$ cat src/rtl/pong_pkg.sv
// Shared encodings and sizing helpers for the ball motion engine and its
// paddle-zone detector.
package pong_pkg;

    typedef enum logic [1:0] {
        ST_IDLE   = 2'b00,
        ST_PLAY   = 2'b01,
        ST_SCORED = 2'b10
    } state_t;

    typedef enum logic [1:0] {
        ZONE_TOP = 2'b00,
        ZONE_MID = 2'b01,
        ZONE_BOT = 2'b10
    } zone_t;

    // Bits needed to hold coordinates / speeds in [0, max_val].
    function automatic int coord_width(input int max_val);
        return $clog2(max_val) + 1;
    endfunction

    // Counter width that can reach max_count and never collapses to zero bits.
    function automatic int count_width(input int max_count);
        return $clog2(max_count + 2);
    endfunction

endpackage

$ cat src/rtl/paddle_zone_detect.sv
// Paddle overlap test and impact-zone classification for one paddle, based on
// the ball's pre-move vertical position.
module paddle_zone_detect
    import pong_pkg::*;
#(
    parameter int YW            = 10,
    parameter int PADDLE_HEIGHT = 15,
    parameter int Y_BOXSIZE     = 4
) (
    input  logic [YW-1:0] ball_y,
    input  logic [YW-1:0] paddle_y,
    output logic          hit,
    output logic [1:0]    zone
);

    localparam int THIRD = PADDLE_HEIGHT / 3;
    localparam int RW    = YW + 2;

    logic [RW-1:0] by;
    logic [RW-1:0] py;
    logic [RW-1:0] centre;
    logic [RW-1:0] rel;

    assign by     = RW'(ball_y);
    assign py     = RW'(paddle_y);
    assign centre = by + RW'(Y_BOXSIZE / 2);

    // Both sides written as additions so nothing can underflow.
    assign hit = (by < py + RW'(PADDLE_HEIGHT)) && (by + RW'(Y_BOXSIZE) > py);
    assign rel = (centre > py) ? centre - py : '0;

    always_comb begin
        zone = ZONE_MID;
        if (rel < RW'(THIRD))
            zone = ZONE_TOP;
        else if (rel >= RW'(PADDLE_HEIGHT - THIRD))
            zone = ZONE_BOT;
    end

endmodule

$ cat src/rtl/ball_motion_engine.sv
// Registered pong ball engine: wall bounce, paddle deflection with speed-up,
// and a serve state machine with a frame-counted relaunch delay.
module ball_motion_engine
    import pong_pkg::*;
#(
    parameter int X_MAX         = 640,
    parameter int Y_MIN         = 20,
    parameter int Y_MAX         = 480,
    parameter int X_BOXSIZE     = 4,
    parameter int Y_BOXSIZE     = 4,
    parameter int PADDLE_WIDTH  = 4,
    parameter int PADDLE_HEIGHT = 15,
    parameter int PADDLE_OFFSET = 2,
    parameter int RATE          = 1,
    parameter int MAX_RATE      = 15,
    parameter int SPEEDUP       = 1,
    parameter int SERVE_DELAY   = 30,
    parameter int AUTO_SERVE    = 1
) (
    input  logic                       clk,
    input  logic                       resetn,
    input  logic                       enable,
    input  logic                       frame_tick,
    input  logic                       serve,
    input  logic [$clog2(Y_MAX):0]     left_paddle_y,
    input  logic [$clog2(Y_MAX):0]     right_paddle_y,
    output logic [$clog2(X_MAX):0]     ball_x,
    output logic [$clog2(Y_MAX):0]     ball_y,
    output logic [$clog2(X_MAX):0]     old_x,
    output logic [$clog2(Y_MAX):0]     old_y,
    output logic [$clog2(MAX_RATE):0]  vx,
    output logic [$clog2(MAX_RATE):0]  vy,
    output logic                       x_dir,
    output logic                       y_dir,
    output logic [1:0]                 state,
    output logic                       moved,
    output logic                       paddle_hit,
    output logic                       boundary_contact,
    output logic                       lhs_scored,
    output logic                       rhs_scored
);

    localparam int XW = coord_width(X_MAX);
    localparam int YW = coord_width(Y_MAX);
    localparam int VW = coord_width(MAX_RATE);
    localparam int CW = count_width(SERVE_DELAY);

    localparam logic [XW:0]   X_MIN_W   = (XW+1)'(PADDLE_WIDTH + PADDLE_OFFSET);
    localparam logic [XW:0]   X_RIGHT_W = (XW+1)'(X_MAX - PADDLE_WIDTH - PADDLE_OFFSET - X_BOXSIZE);
    localparam logic [YW:0]   Y_MIN_W   = (YW+1)'(Y_MIN);
    localparam logic [YW:0]   Y_BOT_W   = (YW+1)'(Y_MAX - Y_BOXSIZE);
    localparam logic [XW-1:0] X_CTR     = XW'(X_MAX / 2);
    localparam logic [YW-1:0] Y_CTR     = YW'(Y_MAX / 2);
    localparam logic [VW-1:0] V_SERVE   = VW'(RATE);
    localparam logic [VW:0]   V_MAX     = (VW+1)'(MAX_RATE);
    localparam logic [CW-1:0] DELAY_END = CW'(SERVE_DELAY);

    state_t        st;
    logic [CW-1:0] delay_cnt;
    logic          last_lhs;

    logic          l_hit, r_hit;
    logic [1:0]    l_zone, r_zone;

    paddle_zone_detect #(
        .YW(YW), .PADDLE_HEIGHT(PADDLE_HEIGHT), .Y_BOXSIZE(Y_BOXSIZE)
    ) u_left (
        .ball_y(ball_y), .paddle_y(left_paddle_y), .hit(l_hit), .zone(l_zone)
    );

    paddle_zone_detect #(
        .YW(YW), .PADDLE_HEIGHT(PADDLE_HEIGHT), .Y_BOXSIZE(Y_BOXSIZE)
    ) u_right (
        .ball_y(ball_y), .paddle_y(right_paddle_y), .hit(r_hit), .zone(r_zone)
    );

    logic [XW:0]   bx, vx_x, x_fwd;
    logic [YW:0]   by, vy_y, y_fwd;
    logic [VW:0]   vx_sum, vy_sum;
    logic [VW-1:0] vx_up, vy_up, vy_down;
    logic          at_left, at_right, at_edge, side_hit, miss, y_wall;
    logic [1:0]    side_zone;
    logic [XW-1:0] nx;
    logic [YW-1:0] ny;
    logic [VW-1:0] nvx, nvy;
    logic          nxd, nyd;

    // Everything is widened by one bit so sums cannot wrap before the compare.
    assign bx   = (XW+1)'(ball_x);
    assign vx_x = (XW+1)'(vx);
    assign by   = (YW+1)'(ball_y);
    assign vy_y = (YW+1)'(vy);

    assign vx_sum  = (VW+1)'(vx) + (VW+1)'(SPEEDUP);
    assign vy_sum  = (VW+1)'(vy) + (VW+1)'(1);
    assign vx_up   = (vx_sum > V_MAX) ? VW'(V_MAX) : VW'(vx_sum);
    assign vy_up   = (vy_sum > V_MAX) ? VW'(V_MAX) : VW'(vy_sum);
    assign vy_down = (vy > VW'(1)) ? vy - VW'(1) : VW'(1);

    assign at_left   = !x_dir && (bx < X_MIN_W + vx_x);
    assign at_right  =  x_dir && (bx + vx_x > X_RIGHT_W);
    assign at_edge   = at_left || at_right;
    assign side_hit  = at_left ? l_hit  : r_hit;
    assign side_zone = at_left ? l_zone : r_zone;
    assign miss      = at_edge && !side_hit;

    assign x_fwd = x_dir ? bx + vx_x : bx - vx_x;
    assign y_fwd = y_dir ? by + vy_y : by - vy_y;

    always_comb begin
        ny     = YW'(y_fwd);
        nyd    = y_dir;
        y_wall = 1'b0;
        if (y_dir && (y_fwd > Y_BOT_W)) begin
            ny     = YW'(Y_BOT_W);
            nyd    = 1'b0;
            y_wall = 1'b1;
        end else if (!y_dir && (by < Y_MIN_W + vy_y)) begin
            ny     = YW'(Y_MIN_W);
            nyd    = 1'b1;
            y_wall = 1'b1;
        end

        nx  = XW'(x_fwd);
        nxd = x_dir;
        nvx = vx;
        nvy = vy;
        if (at_edge) begin
            if (side_hit) begin
                nx  = at_left ? XW'(X_MIN_W) : XW'(X_RIGHT_W);
                nxd = !x_dir;
                nvx = vx_up;
                // Outer thirds steer and speed up; the middle third calms vy.
                case (side_zone)
                    ZONE_TOP: begin nvy = vy_up; nyd = 1'b0; end
                    ZONE_BOT: begin nvy = vy_up; nyd = 1'b1; end
                    default:  nvy = vy_down;
                endcase
            end else begin
                nx = ball_x;
            end
        end
    end

    assign state = st;

    always_ff @(posedge clk or negedge resetn) begin
        if (!resetn) begin
            st               <= ST_IDLE;
            ball_x           <= X_CTR;
            ball_y           <= Y_CTR;
            old_x            <= X_CTR;
            old_y            <= Y_CTR;
            vx               <= V_SERVE;
            vy               <= V_SERVE;
            x_dir            <= 1'b1;
            y_dir            <= 1'b1;
            delay_cnt        <= '0;
            last_lhs         <= 1'b0;
            moved            <= 1'b0;
            paddle_hit       <= 1'b0;
            boundary_contact <= 1'b0;
            lhs_scored       <= 1'b0;
            rhs_scored       <= 1'b0;
        end else begin
            moved            <= 1'b0;
            paddle_hit       <= 1'b0;
            boundary_contact <= 1'b0;
            lhs_scored       <= 1'b0;
            rhs_scored       <= 1'b0;
            if (enable) begin
                case (st)
                    ST_IDLE: begin
                        ball_x <= X_CTR;
                        ball_y <= Y_CTR;
                        if (serve)
                            st <= ST_PLAY;
                    end
                    ST_PLAY: if (frame_tick) begin
                        old_x            <= ball_x;
                        old_y            <= ball_y;
                        ball_x           <= nx;
                        ball_y           <= ny;
                        x_dir            <= nxd;
                        y_dir            <= nyd;
                        vx               <= nvx;
                        vy               <= nvy;
                        moved            <= 1'b1;
                        paddle_hit       <= at_edge && side_hit;
                        boundary_contact <= y_wall && !miss;
                        lhs_scored       <= miss && at_right;
                        rhs_scored       <= miss && at_left;
                        if (miss) begin
                            st        <= ST_SCORED;
                            delay_cnt <= '0;
                            last_lhs  <= at_right;
                        end
                    end
                    ST_SCORED: if (frame_tick) begin
                        if (delay_cnt == DELAY_END) begin
                            old_x     <= ball_x;
                            old_y     <= ball_y;
                            ball_x    <= X_CTR;
                            ball_y    <= Y_CTR;
                            vx        <= V_SERVE;
                            vy        <= V_SERVE;
                            x_dir     <= !last_lhs;
                            y_dir     <= 1'b1;
                            moved     <= 1'b1;
                            delay_cnt <= '0;
                            st        <= (AUTO_SERVE != 0) ? ST_PLAY : ST_IDLE;
                        end else begin
                            delay_cnt <= delay_cnt + CW'(1);
                        end
                    end
                    default: st <= ST_IDLE;
                endcase
            end
        end
    end

endmodule

$ cat config.mk
export PLATFORM = sky130hd
export DESIGN_NAME = ball_motion_engine
export DESIGN_NICKNAME = d
export VERILOG_FILES = /design/src/rtl/pong_pkg.sv /design/src/rtl/paddle_zone_detect.sv /design/src/rtl/ball_motion_engine.sv
export SDC_FILE = /design/constraint.sdc
export NUM_CORES = 1
export LEC_CHECK = 0
export ABC_CLOCK_PERIOD_IN_PS = 4500
export BUFFER_PORTS_ARGS = -buffer_cell sky130_fd_sc_hd__buf_2
export CAP_MARGIN = 10
export CORE_MARGIN = 3
export CORE_UTILIZATION = 46
export CTS_CLUSTER_SIZE = 40
export DETAILED_ROUTE_END_ITERATION = 7
export GPL_TIMING_DRIVEN = 0
export PLACE_DENSITY = 0.65
export SKIP_CTS_REPAIR_TIMING = 1
export SLEW_MARGIN = 20
export SYNTH_ARGS = -nofsm -noshare
export SYNTH_HDL_FRONTEND = slang
export SYNTH_SLANG_ARGS = --single-unit
$ cat constraint.sdc
create_clock -name clk -period 4.5 [get_ports clk]
set_clock_uncertainty 0.05 [all_clocks]
set_input_delay 0.675 -clock clk [delete_from_list [all_inputs] [get_ports clk]]
set_output_delay 0.675 -clock clk [all_outputs]
set_load 0.1 [all_outputs]
==> results of run 1 <==
## power by group
group          internal [W]  switching (W)
sequential         0.000858       0.000288
clock              0.000459       0.000257
combinational       0.00158        0.00331
total               0.00290        0.00386
## layer usage
layer,wire length (um),vias to the layer above
met4,449,0
met1,10300,3407
met3,1250,34
met2,10300,198
met5,0,-
li1,-,3529
## flip-flops by register name, indices dropped and copies added, names as in the netlist
register / count
ball_x: 11
ball_y: 10
boundary_contact: 1
delay_cnt: 5
last_lhs: 1
lhs_scored: 1
moved: 1
old_x: 11
old_y: 10
paddle_hit: 1
rhs_scored: 1
state: 2
vx: 5
vy: 5
x_dir: 1
y_dir: 1
## area by class of cell
cell class,count,area [um2],area share (%)
Clock buffer,14,264,3.00
Buffer,32,173,1.96
Clock inverter,2,35.0,0.398
Tap cell,216,270,3.07
Multi-Input combinational cell,729,5590,63.5
Timing Repair Buffer,95,515,5.86
Inverter,65,244,2.78
Sequential cell,67,1710,19.4
## cell families (layout without fill, tap and decap cells)
| family | count (synthesis) | after routing |
|---|---|---|
| adder cells (fa/ha/maj) | 115 | 115 |
| flip-flops | 67 | 67 |
| multiplexers | 29 | 29 |
| AO/OA/AOI/OAI | 267 | 267 |
| buffers and inverters | 99 | 208 |
| XOR/XNOR | 50 | 50 |
| AND/OR/NAND/NOR | 268 | 268 |
## worst max-delay path, delay by kind of cell, from the launching register on
family | cells | cell delay (ns)
and+or+nand+nor | 4 | 1.15
DFF | 1 | 0.64
AOI/OAI and AO/OA | 6 | 1.30
buffers and inverters | 3 | 0.53
xor gates and xnor gates | 1 | 0.29
adders and majority gates | 1 | 0.33
## synth_stat cells (11+ instances only)
cell,n,area share [%]
a211oi_1,12,1.2
or3_1,11,0.90
nor2_1,57,2.8
o21ai_0,48,3.1
xor2_1,12,1.4
a21oi_1,49,3.2
a21o_1,17,1.7
dfrtp_1,51,17
ha_1,108,18
nand3_1,28,1.8
inv_1,65,3.2
o21a_1,20,2.0
nor3_1,32,2.1
o211ai_1,11,1.1
nor2b_1,11,0.90
mux2_2,25,3.7
xnor2_1,38,4.4
dfstp_2,16,5.5
nand2_1,48,2.4
nand2b_1,25,2.0
clkbuf_1,20,0.98
## metrics by stage
stage / setup TNS, ns / hold slack [ns] / total power (W) / instances
after floorplan: 0 / 0.329 / 0.00489 / 895
after global placement: -1.79 / 0.433 / 0.00585 / 1196
after detailed placement: -0.720 / 0.441 / 0.00589 / 1197
after CTS: -0.839 / 0.238 / 0.00664 / 1213
after global routing: -0.0404 / 0.248 / 0.00722 / 1220
final: 0 / 0.223 / 0.00675 / 1220
## final timing paths
check	from	to	slack (ns)
max	ball_y[5]	vy[3]	0.13
min	resetn	old_x[0]	0.22
max reg2reg	ball_y[5]	vy[3]	0.13
min reg2reg	old_x[5]	old_x[5]	0.45
max in group asynchronous	resetn	x_dir	3.57
min in group clk	old_x[5]	old_x[5]	0.45
==> flow_metrics.env, run 1 <==
export IMPL_fp_dieArea_um2=18200
export IMPL_cp_start_kind="flip-flop"
export IMPL_layout_min_cycle_time_ns=4.37
export IMPL_syn_avg_cell_area_um2=8.54
export IMPL_htree_levels=3
export IMPL_layout_common_cells="ha_1 (106), buf_2 (87), inv_1 (65), nor2_1 (54)"
export IMPL_insertedDiodeCount=0
export IMPL_final_fill_count=1506
export IMPL_clk_pin_slew_ns=0.06
export IMPL_grt_pass1_wl_um=36100
export IMPL_ys_ff_latch=67
export IMPL_p_leak_nw=4.02
export IMPL_finalCritPeriodShare_pct=97.2
export IMPL_post_place_ws_ns=-0.214
export IMPL_cts_tree="built"
export IMPL_cpPeakStageDelay_ns=0.64
export IMPL_drtPass1Iterations=5
export IMPL_dr_first_iter_drc_count=476
export IMPL_synth_top_family_by_area="compound AO/OA/AOI/OAI gates"
export IMPL_rows=46
export IMPL_detail_route_wl_per_cell_um=18.3
export IMPL_synth_edf_count=0
export IMPL_setup_viol=0
export IMPL_drv_cap=0
export IMPL_track_usage_pct=24.4
export IMPL_max_slew_margin_pct=44.8
export IMPL_arrival_ns=4.58
export IMPL_cts_root_buffer="clkbuf_16"
export IMPL_cellPowerDensity_nw_per_um2=768
export IMPL_placed_area_um2=8360
export IMPL_gr_usage_met1_pct=33.9
export IMPL_mostFrequentLayoutCell="ha_1"
export IMPL_post_route_cell_area_um2=8790
export IMPL_synth_main_ff_cell="dfrtp_1"
export IMPL_syn_num_nets=1035
export IMPL_die_w_um=135
export IMPL_use_met3_pct=2.91
export IMPL_antenna_left=0
export IMPL_io_buffers=85
export IMPL_drive_gt1_share_pct=19.9
export IMPL_async_reset_ff_share_pct=100
export IMPL_hold_violations=0
export IMPL_grt_use_met2_pct=40.9
export IMPL_synth_compound_area_share_pct=24.7
export IMPL_fin_ws_ns=0.126
export IMPL_cp_cell_sequence="clkbuf_4 -> nand4_1 -> nor2_2 -> xor2_2 -> ha_1 -> a211o_1 -> a21oi_1 -> o2111ai_1 -> a2111o_1 -> or4_4 -> buf_6 -> and2_4 -> buf_6 -> a221oi_2 -> a32o_1"
export IMPL_via_per_inst=5.88
export IMPL_top_usage_layer="met2"
export IMPL_drc=0
export IMPL_overflow=0
export IMPL_start_util_pct=47.6
export IMPL_slowest_stage="dfstp_2"
export IMPL_hp_class="in -> async"
export IMPL_yosys_area_share_simple_pct=18.2
export IMPL_cp_max_fo=9
export IMPL_routed_wl_um=22400
export IMPL_ys_warnings_count=0
export IMPL_tightest_slew_ns=0.825
export IMPL_ys_seq_area_share_pct=22.2
export IMPL_cts_buffers=9
export IMPL_synth_cell_types=80
export IMPL_rsz0062_at_grt="true"
export IMPL_cts_sinks=67
export IMPL_grt_pass1_vias=6945
export IMPL_gp_congestion=0.916
export IMPL_required_ns=4.71
export IMPL_path_common_cell="buf_6"
export IMPL_layout_nets=1139
export IMPL_muxShareOfSynthArea_pct=4.21
export IMPL_worstSetupPathType="reg -> reg"
export IMPL_slew_viol_final=0
export IMPL_die_height_um=135
export IMPL_coreArea_um2=16100
export IMPL_io_pins=86
export IMPL_synth_xor_area_share_pct=5.73
export IMPL_end_kind="flip-flop"
export IMPL_syn_area_um2=7640
export IMPL_ir_worst_vdd_mv=0.531
export IMPL_grt_start_max_net_pins=38
export IMPL_antenna_found_initial=0
export IMPL_fmax_mhz=229
export IMPL_clk_latency_ns=0.33
export IMPL_area_delta_synth_final_pct=15.1
export IMPL_dp_hpwl_um=17300
export IMPL_final_util_pct=54.8
export IMPL_rr_worst_depth=15
export IMPL_synth_fa_ha_area_share_pct=19.5
export IMPL_status="finished, final reports clean"
export IMPL_dr_total_vias=7168
export IMPL_syn_inst=895
export IMPL_cts_path_max_buffers=2
(Power assumes the default switching activity.)
==> run 2: changes to the inputs <==
Settings changed: CTS_BUF_LIST set to sky130_fd_sc_hd__clkbuf_2 sky130_fd_sc_hd__clkbuf_4 sky130_fd_sc_hd__clkbuf_8, PLACE_DENSITY 0.65 to not set, PLACE_DENSITY_LB_ADDON set to 0.08.
==> flow_metrics.env, run 2 (synthesized netlist as in run 1, its figures left out) <==
export IMPL_status="finished, final reports clean"
export IMPL_die_height_um=135
export IMPL_drv_cap=0
export IMPL_die_w_um=135
export IMPL_start_util_pct=47.6
export IMPL_final_fill_count=1574
export IMPL_cpPeakStageDelay_ns=0.66
export IMPL_cp_start_kind="flip-flop"
export IMPL_via_per_inst=5.85
export IMPL_worstSetupPathType="reg -> reg"
export IMPL_area_delta_synth_final_pct=14.0
export IMPL_clkPwrFrac_pct=8.2
export IMPL_hp_class="in -> async"
export IMPL_ff2ff_setup_slack_ns=0.13
export IMPL_reg_top3="ball_x x11, old_x x11"
export IMPL_cts_buffers=9
export IMPL_cts_sinks=67
export IMPL_fmax_mhz=229
export IMPL_overflow=0
export IMPL_worstReg2RegEnd="vy[3]"
export IMPL_netSwitchingFraction_pct=58.2
export IMPL_fin_ws_ns=0.133
export IMPL_coreArea_um2=16100
export IMPL_finalNonFillerCells=1220
export IMPL_grt_pass1_wl_um=35500
export IMPL_max_slew_margin_pct=48.0
export IMPL_io_pins=86
export IMPL_gp_congestion=0.907
export IMPL_dr_total_vias=7140
export IMPL_dr_first_iter_drc_count=489
export IMPL_layout_common_cells="ha_1 (106), buf_2 (87), inv_1 (65), nor2_1 (55)"
export IMPL_antenna_left=0
export IMPL_switching_power_w=0.00381
export IMPL_gr_usage_met1_pct=32.6
export IMPL_routed_wl_um=22100
export IMPL_post_place_ws_ns=-0.254
export IMPL_detail_route_wl_per_cell_um=18.1
export IMPL_path_common_cell="buf_6"
export IMPL_p_leak_nw=3.99
export IMPL_hold_violations=0
export IMPL_rr_worst_depth=15
export IMPL_drc=0
export IMPL_insertedDiodeCount=0
export IMPL_mostFrequentLayoutCell="ha_1"
export IMPL_use_met3_pct=2.72
export IMPL_top_usage_layer="met2"
export IMPL_p_int_w=0.00274
export IMPL_cp_max_fo=9
export IMPL_p_comb_share_pct=74.5
export IMPL_critPathLaunch="ball_y[5]"
export IMPL_layout_nets=1139
export IMPL_grt_start_max_net_pins=47
export IMPL_grt_use_met2_pct=41.1
export IMPL_cts_path_max_buffers=2
export IMPL_r2r_start="ball_y[5]"
export IMPL_dpl_cell_count=1197
export IMPL_layout_min_cycle_time_ns=4.37
export IMPL_cts_root_buffer="clkbuf_8"
export IMPL_hold_ws_ns=0.160
export IMPL_rsz0062_at_grt="true"
export IMPL_htree_levels=3
export IMPL_grt_pass1_vias=6843
export IMPL_dp_hpwl_um=17500
export IMPL_finalCritPeriodShare_pct=97.1
export IMPL_fp_dieArea_um2=18200
export IMPL_tightest_slew_ns=0.777
export IMPL_cts_tree="built"
export IMPL_antenna_found_initial=0
export IMPL_arrival_ns=4.60
export IMPL_cp_cell_sequence="clkbuf_4 -> nand4_1 -> nor2_1 -> xor2_2 -> ha_1 -> a211o_1 -> a21oi_1 -> o2111ai_1 -> a2111o_1 -> or4_4 -> buf_6 -> and2_4 -> buf_6 -> a221oi_2 -> a32o_1"
export IMPL_end_kind="flip-flop"
export IMPL_cellPowerDensity_nw_per_um2=752
export IMPL_seqPwrFrac_pct=17.3
export IMPL_slowest_stage="dfstp_2"
export IMPL_final_util_pct=54.2
export IMPL_clk_latency_ns=0.35
export IMPL_track_usage_pct=24.3
export IMPL_required_ns=4.73
export IMPL_ir_worst_vdd_mv=0.647
export IMPL_setup_viol=0
export IMPL_io_buffers=85
export IMPL_rows=46
export IMPL_slew_viol_final=0
export IMPL_clk_pin_slew_ns=0.07
export IMPL_drive_gt1_share_pct=20.1
export IMPL_drtPass1Iterations=5
run 2: power groups by stage:
stage | clock network, W | logic [W] | registers (W)
after CTS | 0.000548 | 0.00474 | 0.00117
after floorplan | 0 | 0.00252 | 0.00237
after global placement | 0 | 0.00471 | 0.00117
after detailed placement | 0 | 0.00472 | 0.00118
after global routing | 0.000568 | 0.00531 | 0.00117
final | 0.000535 | 0.00487 | 0.00114
run 2: worst max-delay path: cells and delay by family (launching register included):
kind,cells,cell delay (ns)
fa+ha+maj,1,0.32
xor+xnor,1,0.26
buf+inv,3,0.54
compound gates,6,1.32
flops,1,0.66
simple gates,4,1.14
run 2: worst max path at each step:
stage | to | slack [ns] | cells after the start
2_1_floorplan | ball_y[0] | 0.02 | 14
3_3_place_gp | vy[3] | -0.28 | 14
3_5_place_dp | vy[3] | -0.25 | 14
4_1_cts | vy[3] | -0.29 | 14
5_1_grt | vy[3] | -0.05 | 16
6_report | vy[3] | 0.13 | 15
run 2: layout make-up:
cell class	instances	area, um2	share of cell area, %
multi-input cells	729	5580	64.1
repair buffers	95	523	6.01
clock buffers	14	174	2.00
flip-flops and latches	67	1710	19.6
inverters	65	244	2.80
clock inverters	2	35.0	0.402
well taps	216	270	3.10
plain buffers	32	173	1.98
run 2: per-stage QoR:
step	total power, W	area (um2)	TNS [ns]
6_report	0.00654	8710	0
5_1_grt	0.00705	8710	-0.0499
4_1_cts	0.00646	8580	-1.19
3_5_place_dp	0.00590	8370	-0.978
3_3_place_gp	0.00588	8340	-1.12
2_1_floorplan	0.00489	7650	0
run 2: per-layer routing:
layer  part of all wire (%)  vias up  routed length (um)
li1                       -     3521                   -
met1                     46     3426               10200
met2                     48      161               10600
met3                    3.6       32                 800
met4                    2.2        0                 486
met5                      0        -                   0
